==> src/rtl/div_seq_32.sv <==
// Sequential radix-2 restoring divider: one quotient bit per cycle, with a signed
// fixup on completion and an immediate divide-by-zero result.
module div_seq_32 #(
  parameter int W = 32
) (
  input  logic         clk,
  input  logic         rst_n,
  input  logic         start,
  input  logic         signed_op,
  input  logic [W-1:0] x,
  input  logic [W-1:0] y,
  output logic         busy,
  output logic         done,
  output logic [W-1:0] q,
  output logic [W-1:0] r,
  output logic         dz
);

  localparam int CW = $clog2(W) + 1;

  typedef enum logic [1:0] {IDLE, RUN, DONE} stateT;

  stateT         stateReg, stateNext;
  logic [CW-1:0] countReg, countNext;
  logic [W-1:0]  remReg, remNext;
  logic [W-1:0]  dvdReg, dvdNext;
  logic [W-1:0]  dvsReg, dvsNext;
  logic          negQReg, negQNext;
  logic          negRReg, negRNext;
  logic [W-1:0]  qNext, rNext;
  logic          dzNext;

  logic [W:0]    shifted;
  logic [W:0]    diff;
  logic [W-1:0]  qMag, rMag;
  logic          xNeg, yNeg;

  assign busy = (stateReg != IDLE);
  assign done = (stateReg == DONE);

  always_comb begin
    stateNext = stateReg;
    countNext = countReg;
    remNext   = remReg;
    dvdNext   = dvdReg;
    dvsNext   = dvsReg;
    negQNext  = negQReg;
    negRNext  = negRReg;
    qNext     = q;
    rNext     = r;
    dzNext    = dz;

    // Quotient bits shift into the low end of the dividend register as it empties.
    shifted = {remReg, dvdReg[W-1]};
    diff    = shifted - {1'b0, dvsReg};
    qMag    = {dvdReg[W-2:0], ~diff[W]};
    rMag    = diff[W] ? shifted[W-1:0] : diff[W-1:0];
    xNeg    = signed_op & x[W-1];
    yNeg    = signed_op & y[W-1];

    case (stateReg)
      IDLE: begin
        if (start) begin
          if (y == '0) begin
            stateNext = DONE;
            qNext     = '1;
            rNext     = x;
            dzNext    = 1'b1;
          end else begin
            stateNext = RUN;
            dvdNext   = xNeg ? -x : x;
            dvsNext   = yNeg ? -y : y;
            remNext   = '0;
            countNext = '0;
            negQNext  = xNeg ^ yNeg;
            negRNext  = xNeg;
          end
        end
      end
      RUN: begin
        remNext   = rMag;
        dvdNext   = qMag;
        countNext = countReg + CW'(1);
        if (countReg == CW'(W - 1)) begin
          stateNext = DONE;
          qNext     = negQReg ? -qMag : qMag;
          rNext     = negRReg ? -rMag : rMag;
          dzNext    = 1'b0;
        end
      end
      DONE:    stateNext = IDLE;
      default: stateNext = IDLE;
    endcase
  end

  always_ff @(posedge clk or negedge rst_n) begin
    if (!rst_n) begin
      stateReg <= IDLE;
      countReg <= '0;
      remReg   <= '0;
      dvdReg   <= '0;
      dvsReg   <= '0;
      negQReg  <= 1'b0;
      negRReg  <= 1'b0;
      q        <= '0;
      r        <= '0;
      dz       <= 1'b0;
    end else begin
      stateReg <= stateNext;
      countReg <= countNext;
      remReg   <= remNext;
      dvdReg   <= dvdNext;
      dvsReg   <= dvsNext;
      negQReg  <= negQNext;
      negRReg  <= negRNext;
      q        <= qNext;
      r        <= rNext;
      dz       <= dzNext;
    end
  end

endmodule

==> config.mk <==
export PLATFORM = sky130hd
export DESIGN_NAME = div_seq_32
export DESIGN_NICKNAME = d
export VERILOG_FILES = /design/src/rtl/div_seq_32.sv
export SDC_FILE = /design/constraint.sdc
export NUM_CORES = 1
export LEC_CHECK = 0
export ABC_AREA = 1
export CAP_MARGIN = 0
export CORE_MARGIN = 1
export CORE_UTILIZATION = 55
export CTS_CLUSTER_SIZE = 25
export DETAILED_ROUTE_END_ITERATION = 16
export HOLD_SLACK_MARGIN = 0.15
export PLACE_DENSITY = 0.77
export SLEW_MARGIN = 5
export SYNTH_ARGS = -nofsm -noshare
export SYNTH_HDL_FRONTEND = slang
export SYNTH_SLANG_ARGS = --single-unit
==> constraint.sdc <==
create_clock -name clk -period 4.3 [get_ports clk]
set_input_delay 0.43 -clock clk [delete_from_list [all_inputs] [get_ports clk]]
set_output_delay 0.43 -clock clk [all_outputs]
set_load 0.005 [all_outputs]
==> results of run 1 <==
[stage by stage]
| stage | area, um^2 | hold slack (ns) | cells | utilization (%) |
|---|---|---|---|---|
| floorplan | 13500 | 0.134 | 2069 | - |
| global placement | 15000 | 0.465 | 2473 | 63.3 |
| detailed placement | 15000 | 0.464 | 2473 | 63.3 |
| CTS | 15700 | 0.484 | 2505 | 66.0 |
| global route | 15800 | 0.507 | 2512 | 66.6 |
| finish | 15800 | 0.479 | 2512 | 66.6 |
[routing by layer]
metal	up-vias	global-route usage [%]	part of all wire, %	routed length [um]
li1	6919	-	-	-
met1	6759	48.9	43	19100
met2	635	57.8	45	19700
met3	81	7.97	9.1	4020
met4	2	11.7	2.6	1130
met5	-	0	0.027	12
[Yosys cell counts, types with 18 or more instances]
master    number
a21oi_1       58
a31oi_1       18
clkbuf_1      42
dfrtp_1      171
ha_1          37
inv_1        273
nand2_1      607
nand2_2       41
nand3_1      139
nand4_1       34
nor2_1       210
nor3_1        31
o21ai_0      161
xor2_1        33
[cell type report]
| class | instances | share of cell area [%] |
|---|---|---|
| repair buffers | 165 | 10.1 |
| multi-input cells | 1542 | 49.6 |
| clock inverters | 14 | 1.32 |
| flip-flops and latches | 171 | 27.0 |
| clock buffers | 17 | 2.69 |
| well taps | 319 | 2.52 |
| inverters | 284 | 6.75 |
[worst min-delay path, stage by stage, from the launching register on]
cell     delay (ns)
dfrtp_1        0.34
nand2_1        0.05
nand2_1        0.05
[flip-flops by register name, indices dropped and copies added (netlist names), 2 cells and up]
signal	cells
countReg	6
dvsReg	32
dvdReg	32
r	32
remReg	32
q	32
stateReg	2
[worst min path at each step]
stage / end / depth (start not counted) / start / slack (ns)
global placement: r[5]$_DFFE_PN0P_ / 2 / r[5]$_DFFE_PN0P_ / 0.46
detailed placement: q[31]$_DFFE_PN0P_ / 2 / q[31]$_DFFE_PN0P_ / 0.46
CTS: r[5]$_DFFE_PN0P_ / 2 / r[5]$_DFFE_PN0P_ / 0.48
finish: r[5]$_DFFE_PN0P_ / 2 / r[5]$_DFFE_PN0P_ / 0.48
floorplan: countReg[0]$_DFFE_PN0P_ / 0 / rst_n / 0.13
global route: q[17]$_DFFE_PN0P_ / 2 / q[17]$_DFFE_PN0P_ / 0.51
[timing repair]
action,in CTS,in global routing
endpoints found under the setup margin,2,17
hold buffers,1,0
setup buffers,0,7
endpoints found under the hold margin,84,0
gates resized for setup,2,22
pin swaps,0,13
[cell families (layout without fill, tap and decap cells)]
kind of cell | Yosys count | count (layout) | synth area share, %
compound gates | 329 | 329 | 14.3
xor+xnor | 46 | 46 | 2.99
fa+ha+maj | 38 | 38 | 3.58
buf+inv | 356 | 480 | 10.9
flops | 171 | 171 | 31.7
simple gates | 1129 | 1129 | 36.5
==> impl_metrics.toml, run 1 <==
[sta]
report.final.slew_viol_count = 0
finalSetupTns_ns = 0
period_share_pct = 95.0
max_freq_mhz = 245
layout_min_cycle_time_ns = 4.09
setup_slack_ns = 0.214
finalHoldViolCount = 0
finalSetupViolCount = 0
worst_clock_skew_ns = 0.0165
worstMarginPinSlew_ns = 0.899
maxSlewHeadroom_pct = 40.0

[cells_and_area]
diodes = 0
final_common_cell = "nand2_1"
nFillCells = 2174
final-seq-area_um2 = 4280
multi_input_area_um2 = 7850
nets = 2287
drive_above_1_share_pct = 8.03
layout_common_cells = "nand2_1 (603), inv_1 (270), nor2_1 (204)"
area_growth_pct = 17.3

[cts]
path_clk_slew_ns = 0.08
clock_sinks = 171
ctsHtreeMaxLevel = 4
clockBufferDepth = 2
cts_tree = "built"
clock_latency_ns = 0.44
numCtsBuffers = 17
clockRootBuffer = "clkbuf_16"

[detailed_routing]
vias_per_cell = 5.73
dr.pass1.iters = 5
drt_iter0_drc = 1328
totalWireLength_um = 44000
wl_per_cell_um = 17.5
drt.antenna.violating_nets = 0
drc = 0
vias = 14400

[global_routing]
first_global_vias = 13600
track_usage_pct = 36.3
grt_pass1_wl_um = 69900
antenna_found_initial = 2
grt.overflow.total = 0
grt_max_degree = 88

[setup_path]
crit_required_ns = 4.64
worst-path-stages = 28
crit_top_cell = "nand2_4"
reg2reg_to = "q[26]$_DFFE_PN0P_"
rrSetupSlack_ns = 0.21
crit_fanout = 4
critical_path.top_delay_family = "simple AND/OR/NAND/NOR gates"
cp-startpoint = "dvdReg[31]$_DFFE_PN0P_"
crit_type = "reg2reg"
cp_slowest_cell = "dfrtp_1"
setup.worst_path.end = "q[26]$_DFFE_PN0P_"
setup.worst_path.end_class = "flop"
cpPeakStageDelay_ns = 0.41
r2r_start = "dvdReg[31]$_DFFE_PN0P_"
r2r_cells = 28
cp.buffers_inverters = 5
worstPathArrival_ns = 4.43
start_kind = "flop"

[placement]
place_congestion = 1.02
io_buffers = 134
dpl_worst_slack_ns = -0.0221
dp_hpwl_um = 33400

[synthesis]
yosysTopAreaCell = "dfrtp_1"
yosysUniqueCellTypes = 64
syn_area_um2 = 13500
seq_area_frac_synth_pct = 31.7
async_reset_ff_share_pct = 100
synth_edf_count = 0
synth_top_area_share_pct = 31.7
avgSynthCellArea_um2 = 6.52
synth-warning-count = 0
syn_inst = 2069
synthTopCellsByArea = "dfrtp_1 (32%), nand2_1 (17%), inv_1 (7.6%), o21ai_0 (6.0%), nor2_1 (5.8%)"
ys.flop_type = "dfrtp_1"
syn_nets = 2175
ys_seq_elements = 171

[die]
start_util_pct = 56.8
io_pins = 135
die_y_um = 159
fp.coreArea_um2 = 23800
die_x_um = 159
dieArea_um2 = 25200
fp-row-count = 56

[run_status]
outcome = "finished, final reports clean"

[flow_run]
maxCapViolations = 0

[hold_path]
hp-class = "reg2reg"
Power of run 1 is left out: the tool's default activity adds up to more than one toggle a clock period on the data nets, which glitch-free logic cannot reach.
==> run 2, diff against run 1 <==
Settings changed: CORE_UTILIZATION 55 to 30, PLACE_DENSITY 0.77 to unset.
==> run 2 against run 1 <==
  * Sequential share of layout area is 0.52 points lower
  * Global-route usage is 15 points lower
  * Non-clock buffer count is 8 higher
  * Critical endpoint is now q[28]$_DFFE_PN0P_
  * First-iteration DRC count is 15% lower
  * Count of clock-buffer cells in the layout is 2 higher
  * Critical path type unchanged
  * The run now ends with DRC left
  * Register-to-register slack better by 0.08 ns
  * Sequential cell count stayed put
==> impl_metrics.toml, run 2 (same netlist as run 1, synthesis figures left out) <==
[run_status]
outcome = "finished with violations"
violations = "DRC"

[global_routing]
first_global_vias = 13500
track_usage_pct = 21.1
grt_pass1_wl_um = 75700
antenna_found_initial = 1
grt_max_degree = 101
grt.overflow.total = 0

[hold_path]
hp-class = "reg2reg"

[die]
fp.coreArea_um2 = 44300
dieArea_um2 = 45800
fp-row-count = 77
io_pins = 135
die_x_um = 214
start_util_pct = 30.4
die_y_um = 214

[cts]
clockRootBuffer = "clkbuf_16"
path_clk_slew_ns = 0.07
ctsHtreeMaxLevel = 4
numCtsBuffers = 17
cts_tree = "built"
clock_sinks = 171
clock_latency_ns = 0.46
clockBufferDepth = 2

[cells_and_area]
multi_input_area_um2 = 7810
nFillCells = 4768
layout_common_cells = "nand2_1 (606), inv_1 (272), nor2_1 (205)"
final-seq-area_um2 = 4280
utilization_pct = 36.4
drive_above_1_share_pct = 8.08
final_common_cell = "nand2_1"
area_growth_pct = 19.6
nets = 2295
diodes = 0

[placement]
io_buffers = 134
dp_hpwl_um = 37200
place_congestion = 0.922

[detailed_routing]
drt.antenna.violating_nets = 0
vias_per_cell = 5.00
totalWireLength_um = 48100
drc = 4
wl_per_cell_um = 17.2
drt_iter0_drc = 1130
vias = 14000
dr.pass1.iters = 11

[sta]
worstMarginPinSlew_ns = 0.980
finalSetupViolCount = 0
max_freq_mhz = 250
worst_clock_skew_ns = 0.0111
finalHoldViolCount = 0
layout_min_cycle_time_ns = 4.01
report.final.slew_viol_count = 0
maxSlewHeadroom_pct = 34.7
period_share_pct = 93.2

[flow_run]
maxCapViolations = 0

[setup_path]
crit_required_ns = 4.64
crit_fanout = 3
setup.worst_path.end_class = "flop"
cp_slowest_cell = "dfrtp_1"
crit_type = "reg2reg"
rrSetupSlack_ns = 0.29
crit_top_cell = "nand2_1"
start_kind = "flop"
cpPeakStageDelay_ns = 0.39
worstPathArrival_ns = 4.35
## run 2: cell count changes in the layout (fill, tap and decap cells not counted), sizes merged
cell	delta
clkinvlp	+3
inv	-5
buf	+8
clkbuf	+2
bufinv	-2
clkinv	+3
## run 2: per-layer routing
metal | global-route usage [%] | routed length (um) | vias up
li1 | - | - | 6916
met1 | 28.8 | 22500 | 6612
met2 | 33.7 | 21700 | 387
met3 | 3.30 | 2470 | 65
met4 | 7.45 | 1420 | 0
met5 | 0 | 0 | -
## run 2: what timing repair did
| item | in CTS | in global routing |
|---|---|---|
| resized for setup | 0 | 13 |
| hold buffers | 1 | 0 |
| pin swaps | 0 | 5 |
| hold endpoints to repair | 14 | 0 |
| setup buffers | 0 | 2 |
| endpoints found under the setup margin | 1 | 17 |
## run 2: final timing paths
check                                       startpoint                      to  cells past startpoint
worst max-delay path            dvdReg[31]$_DFFE_PN0P_       q[28]$_DFFE_PN0P_                     29
worst min-delay path                 r[13]$_DFFE_PN0P_       r[13]$_DFFE_PN0P_                      2
worst max register to register  dvdReg[31]$_DFFE_PN0P_       q[28]$_DFFE_PN0P_                     29
worst min register to register       r[13]$_DFFE_PN0P_       r[13]$_DFFE_PN0P_                      2
max in group asynchronous                        rst_n  dvsReg[30]$_DFFE_PN0P_                      3
min in group asynchronous                        rst_n       q[27]$_DFFE_PN0P_                      2
## run 2: critical path, delay by kind of cell (launching register included)
kind	cells	cell delay, ns
AOI/OAI and AO/OA	1	0.11
adders and majority gates	3	0.65
buffers and inverters	4	0.26
DFF	1	0.39
and+or+nand+nor	21	2.47
## run 2: per-stage QoR
stage / std cells / hold WS (ns) / setup WS (ns) / cell area (um^2) / setup TNS (ns)
2_1_floorplan: 2069 / 0.134 / 0.358 / 13500 / 0
3_3_place_gp: 2759 / 0.468 / 0.121 / 15500 / 0
3_5_place_dp: 2759 / 0.471 / 0.0173 / 15500 / 0
4_1_cts: 2792 / 0.493 / -0.00694 / 16100 / -0.00694
5_1_grt: 2794 / 0.509 / -0.0869 / 16100 / -0.243
6_report: 2794 / 0.483 / 0.293 / 16100 / 0
## run 2: layout make-up
type | instances | area share [%]
timing repair buffer | 173 | 10.2
clock inverter | 13 | 0.876
inverter | 284 | 6.61
sequential | 171 | 26.5
multi-input combinational | 1542 | 48.4
tap | 592 | 4.59
clock buffer | 19 | 2.74
Power of run 2 is left out for the same reason.
==> run 3, diff against run 2 <==
Settings changed: SLEW_MARGIN 5 to unset.
==> results of run 3 <==
Same layout as run 2: the final DEF is identical, and so are final timing and power.
Power of run 3 is left out for the same reason.
==> RTL edit 1, RTL diff (settings of run 1) <==
Register the input `y` before use, without a reset. The logic sees it one clock later. The other inputs are not delayed to match.
--- a/src/rtl/div_seq_32.sv
+++ b/src/rtl/div_seq_32.sv
@@ -19,6 +19,12 @@
   localparam int CW = $clog2(W) + 1;
 
   typedef enum logic [1:0] {IDLE, RUN, DONE} stateT;
+
+  logic [W-1:0] y_q;
+
+  always_ff @(posedge clk) begin
+    y_q <= y;
+  end
 
   stateT         stateReg, stateNext;
   logic [CW-1:0] countReg, countNext;
@@ -56,12 +62,12 @@
     qMag    = {dvdReg[W-2:0], ~diff[W]};
     rMag    = diff[W] ? shifted[W-1:0] : diff[W-1:0];
     xNeg    = signed_op & x[W-1];
-    yNeg    = signed_op & y[W-1];
+    yNeg    = signed_op & y_q[W-1];
 
     case (stateReg)
       IDLE: begin
         if (start) begin
-          if (y == '0) begin
+          if (y_q == '0) begin
             stateNext = DONE;
             qNext     = '1;
             rNext     = x;
@@ -69,7 +75,7 @@
           end else begin
             stateNext = RUN;
             dvdNext   = xNeg ? -x : x;
-            dvsNext   = yNeg ? -y : y;
+            dvsNext   = yNeg ? -y_q : y_q;
             remNext   = '0;
             countNext = '0;
             negQNext  = xNeg ^ yNeg;
Function: changed (Yosys sat finds a counterexample within 4 cycles, from zero or initial values and one cycle with rst_n low).
==> RTL edit 1 against run 1 <==
Routed wire length rose by 2.9%. Synthesized area increased by 2.5%. Synthesized cell count down 0.39%. First-iteration DRC count up 29%. Setup slack got worse by 0.0056 ns. Final area increased by 3.5%. Sequential cell count up 32. Largest cell class unchanged.
==> RTL edit 1: results (changes against run 1) <==
| Metric | Value |
|---|---|
| Distinct cells, synth | `63 (was 64)` |
| CTS max path bufs | `3 (was 2)` |
| Dpl hpwl | `34390 um (was 33390 um)` |
| Crit path DAT | `4.53 ns (was 4.43 ns)` |
| Post-synth top cells | `nand2_1 (609), inv_1 (268), nor2_1 (186) (was nand2_1 (607), inv_1 (273), nor2_1 (210))` |
| Nets | `2279 (was 2287)` |
| Top cells by area, synth | `dfrtp_1 (31%), nand2_1 (17%), inv_1 (7.3%) (was dfrtp_1 (32%), nand2_1 (17%), inv_1 (7.6%))` |
| Setup Skew | `0.03671 ns (was 0.01648 ns)` |
| Worst skew pair latency | `0.56 ns (was 0.44 ns)` |
| Antenna cell count | `0 (unchanged)` |
| Relative slew slack | `0.2777 (was 0.4004)` |
| Worst-path clk slew | `0.06 ns (was 0.08 ns)` |
| DR pass1 iterations | `8 (was 5)` |
| Slowest CP cell | `fa_1 (was dfrtp_1)` |
| FILL cells | `2174 (unchanged)` |
| Hold Crit Class | `in2reg (was reg2reg)` |
| First-pass GRT wire length | `71420 um (was 69860 um)` |
| Status | `finished clean (unchanged)` |
| DRT iter0 DRCs | `1717 (was 1328)` |
| Share of cells above drive strength 1 | `0.06709 (was 0.08026)` |
| Max FO, Critical Path | `5 (was 4)` |
| Htree depth | `1 (was 4)` |
| FFs w/ async S/R, synth | `0.8424 (was 1.000)` |
| Place WS | `0.05081 ns (was -0.02208 ns)` |
| Initial antenna violation count | `1 (was 2)` |
| Vias in the first global route | `13228 (was 13579)` |
| Vias per cell | `5.699 (was 5.731)` |
| WL per Instance | `18.01 um (was 17.52 um)` |
| Num CTS Buffers | `24 (was 17)` |
| Largest net degree at the start of global routing | `93 (was 88)` |
| Worst hold start | `y[11] (was r[5]$_DFFE_PN0P_)` |
| VDD IR max | `741.7 uV` |
| Total GRT Usage | `0.3530 (was 0.3633)` |
| Yosys warning count | `0 (unchanged)` |
==> RTL edit 1: cell types whose count changed after synthesis, moves of 5 or more <==
cell	delta
dfxtp_1	+32
nand2_2	-25
nor2_1	-24
inv_2	+13
o31ai_1	-8
xnor2_1	+8
a21oi_1	+6
buf_2	+6
clkbuf_1	+6
buf_4	-5
inv_1	-5
nand4_1	-5
nor2_4	-5
o21ai_1	+5
==> RTL edit 1: cell families (layout without fill, tap and decap cells) <==
logic type / count (synthesis) / count (layout) / share of synthesized area
and+or+nand+nor: 1078 / 1078 / 0.3378
buffers and inverters: 359 / 489 / 0.09982
AOI/OAI and AO/OA: 326 / 326 / 0.1355
DFF: 203 / 203 / 0.3558
xor gates and xnor gates: 57 / 57 / 0.03611
adders and majority gates: 38 / 38 / 0.03493
==> RTL edit 1: worst paths after layout <==
kind,endpoint,slack [ns],cells past startpoint
max in group asynchronous,dvsReg[2]$_DFFE_PN0P_,2.56,3
min,y_q[11]$_DFF_P_,0.31,1
max,q[28]$_DFFE_PN0P_,0.21,24
min reg2reg,r[26]$_DFFE_PN0P_,0.48,2
min in group asynchronous,remReg[20]$_DFFE_PN0P_,0.55,2
max reg2reg,q[28]$_DFFE_PN0P_,0.21,24
==> RTL edit 1: final cells by class <==
| type | count | area share |
|---|---|---|
| repair buffers | 154 | 0.09128 |
| flip-flops and latches | 203 | 0.3004 |
| inverters | 291 | 0.06676 |
| multi-input cells | 1499 | 0.4621 |
| clock inverters | 11 | 0.01291 |
| well taps | 324 | 0.02475 |
| clock buffers | 33 | 0.04178 |
==> RTL edit 1: worst max-delay path: cells and delay by family (launching register included) <==
kind,cells,cell delay [ns]
compound gates,3,0.62
flops,1,0.36
simple gates,13,1.77
xor+xnor,1,0.19
buf+inv,4,0.31
fa+ha+maj,3,0.72
==> RTL edit 1: what timing repair did <==
action,CTS,global route
setup buffers,0,1
setup endpoints to repair,0,4
endpoints found under the hold margin,90,0
hold buffers,1,0
gates resized for setup,0,6
==> RTL edit 1: where the power goes <==
part / total, uW / switching, uW / internal (uW)
combinational: 10400 / 6990 / 3370
sequential: 3290 / 585 / 2700
clock: 2280 / 855 / 1420
==> RTL edit 1: per-layer routing <==
layer	vias up	GRT usage	wire, um
met5	-	0	13
met4	2	0.1229	1645
met3	118	0.05708	4106
met2	699	0.5394	19900
met1	6639	0.5058	19630
li1	6875	-	-
==> RTL edit 1: stage by stage <==
stage | area (um2) | std cells | hold slack [ns]
after floorplan | 13830 | 2061 | 0.1344
after global placement | 15430 | 2469 | 0.4653
after detailed placement | 15430 | 2469 | 0.4649
after CTS | 16340 | 2514 | 0.3059
after global routing | 16380 | 2515 | 0.3024
final | 16380 | 2515 | 0.3149
==> RTL edit 2, RTL diff (settings of run 1) <==
Made on the original files. The parameter `W` goes from 32 to 16.
--- a/src/rtl/div_seq_32.sv
+++ b/src/rtl/div_seq_32.sv
@@ -1,7 +1,7 @@
 // Sequential radix-2 restoring divider: one quotient bit per cycle, with a signed
 // fixup on completion and an immediate divide-by-zero result.
 module div_seq_32 #(
-  parameter int W = 32
+  parameter int W = 16
 ) (
   input  logic         clk,
   input  logic         rst_n,
Interface: changed (resized q, r, x and y); port bits go from 135 to 71. No check against the original RTL was run, so the function may have changed too.
==> RTL edit 2 against run 1 <==
Setup slack better by 0.29 ns. Sequential cell count down 81. Final area down 52%. Routed wire length down 61%. First-iteration DRC count down 59%. Largest cell class unchanged. Synthesized area down 52%. Clock skew down 0.0070 ns.
==> RTL edit 2: results (changes against run 1) <==
| Metric | Value |
|---|---|
| Status | `finished clean (unchanged)` |
| Distinct cells, synth | `46 (was 64)` |
| Post-CTS sizing | `0 (was 2)` |
| Htree depth | `3 (was 4)` |
| Nets | `1056 (was 2287)` |
| Post-synth top cells | `nand2_1 (252), inv_1 (129), dfrtp_1 (90) (was nand2_1 (607), inv_1 (273), nor2_1 (210))` |
| Met3 Track Usage GR | `0.04391 (was 0.07975)` |
| First-pass GRT wire length | `28640 um (was 69860 um)` |
| Initial antenna violation count | `0 (was 2)` |
| Post-Synth XOR/XNOR Area | `0.03376 (was 0.02986)` |
| FILL cells | `1046 (was 2174)` |
| Syn nets | `1005 (was 2175)` |
| Synth Area in Compound Gates | `0.1534 (was 0.1429)` |
| Max FO, Critical Path | `23 (was 4)` |
| Num CTS Buffers | `9 (was 17)` |
| Dpl hpwl | `12620 um (was 33390 um)` |
| Worst skew pair latency | `0.35 ns (was 0.44 ns)` |
| Vias per cell | `5.570 (was 5.731)` |
| Share of cells above drive strength 1 | `0.07093 (was 0.08026)` |
| Met1 Usage GRT | `0.4184 (was 0.4892)` |
| Setup Skew | `0.009524 ns (was 0.01648 ns)` |
| WL per Instance | `15.02 um (was 17.52 um)` |
| R2R cell count | `19 (was 28)` |
| R2r endpoint | `q[12]$_DFFE_PN0P_ (was q[26]$_DFFE_PN0P_)` |
| Slack of the worst reg-to-reg path | `0.51 ns (was 0.21 ns)` |
## RTL edit 2: through the flow
step | cells | instance area, um2
2_1_floorplan | 946 | 6486
3_3_place_gp | 1129 | 7246
3_5_place_dp | 1129 | 7246
4_1_cts | 1144 | 7550
5_1_grt | 1144 | 7550
6_report | 1144 | 7550
## RTL edit 2: cells by family after synthesis
group,Yosys count
AO/OA/AOI/OAI,171
adder cells (fa/ha/maj),23
XOR/XNOR,25
flip-flops,90
buffers and inverters,168
AND/OR/NAND/NOR,469
## RTL edit 2: how the worst max path moves through the flow
stage	end	slack (ns)	depth (start not counted)	from
floorplan	q[12]$_DFFE_PN0P_	1.14	20	dvdReg[15]$_DFFE_PN0P_
global placement	q[12]$_DFFE_PN0P_	0.66	19	dvdReg[15]$_DFFE_PN0P_
detailed placement	q[12]$_DFFE_PN0P_	0.61	19	dvdReg[15]$_DFFE_PN0P_
CTS	q[12]$_DFFE_PN0P_	0.57	19	dvdReg[15]$_DFFE_PN0P_
global route	q[12]$_DFFE_PN0P_	0.10	19	dvdReg[15]$_DFFE_PN0P_
finish	q[12]$_DFFE_PN0P_	0.51	19	dvdReg[15]$_DFFE_PN0P_
## RTL edit 2: routing by layer
metal / part of all wire / vias to the layer above
met5: 0 / -
met2: 0.45 / 224
met4: 0.022 / 0
met3: 0.069 / 26
met1: 0.46 / 2930
li1: - / 3192
## RTL edit 2: area by class of cell
| type | count | area share |
|---|---|---|
| multi-input cells | 688 | 0.4741 |
| clock inverters | 4 | 0.006795 |
| inverters | 133 | 0.06613 |
| repair buffers | 75 | 0.09745 |
| well taps | 143 | 0.02370 |
| flip-flops and latches | 90 | 0.2983 |
| clock buffers | 11 | 0.03348 |
## RTL edit 2: worst max-delay path, stage by stage (launching register included)
cell	delay, ns
dfrtp_1	0.40
inv_1	0.08
ha_1	0.14
inv_1	0.07
fa_1	0.42
nand2_1	0.11
nand2_1	0.06
nand3_1	0.09
nand2_2	0.09
nand2_2	0.10
nand3_2	0.10
nand2_4	0.27
ha_1	0.26
inv_1	0.07
nor4_1	0.54
nand4_1	0.25
o31ai_1	0.30
o21ai_0	0.12
a21oi_1	0.13
o21ai_0	0.08
## RTL edit 2: power groups by stage
stage | Clock (uW) | Sequential, uW | Combinational (uW)
floorplan | 0 | 1440 | 3710
global placement | 0 | 1510 | 4760
detailed placement | 0 | 1520 | 4820
CTS | 811 | 1510 | 4880
global route | 847 | 1560 | 5490
finish | 810 | 1510 | 4910
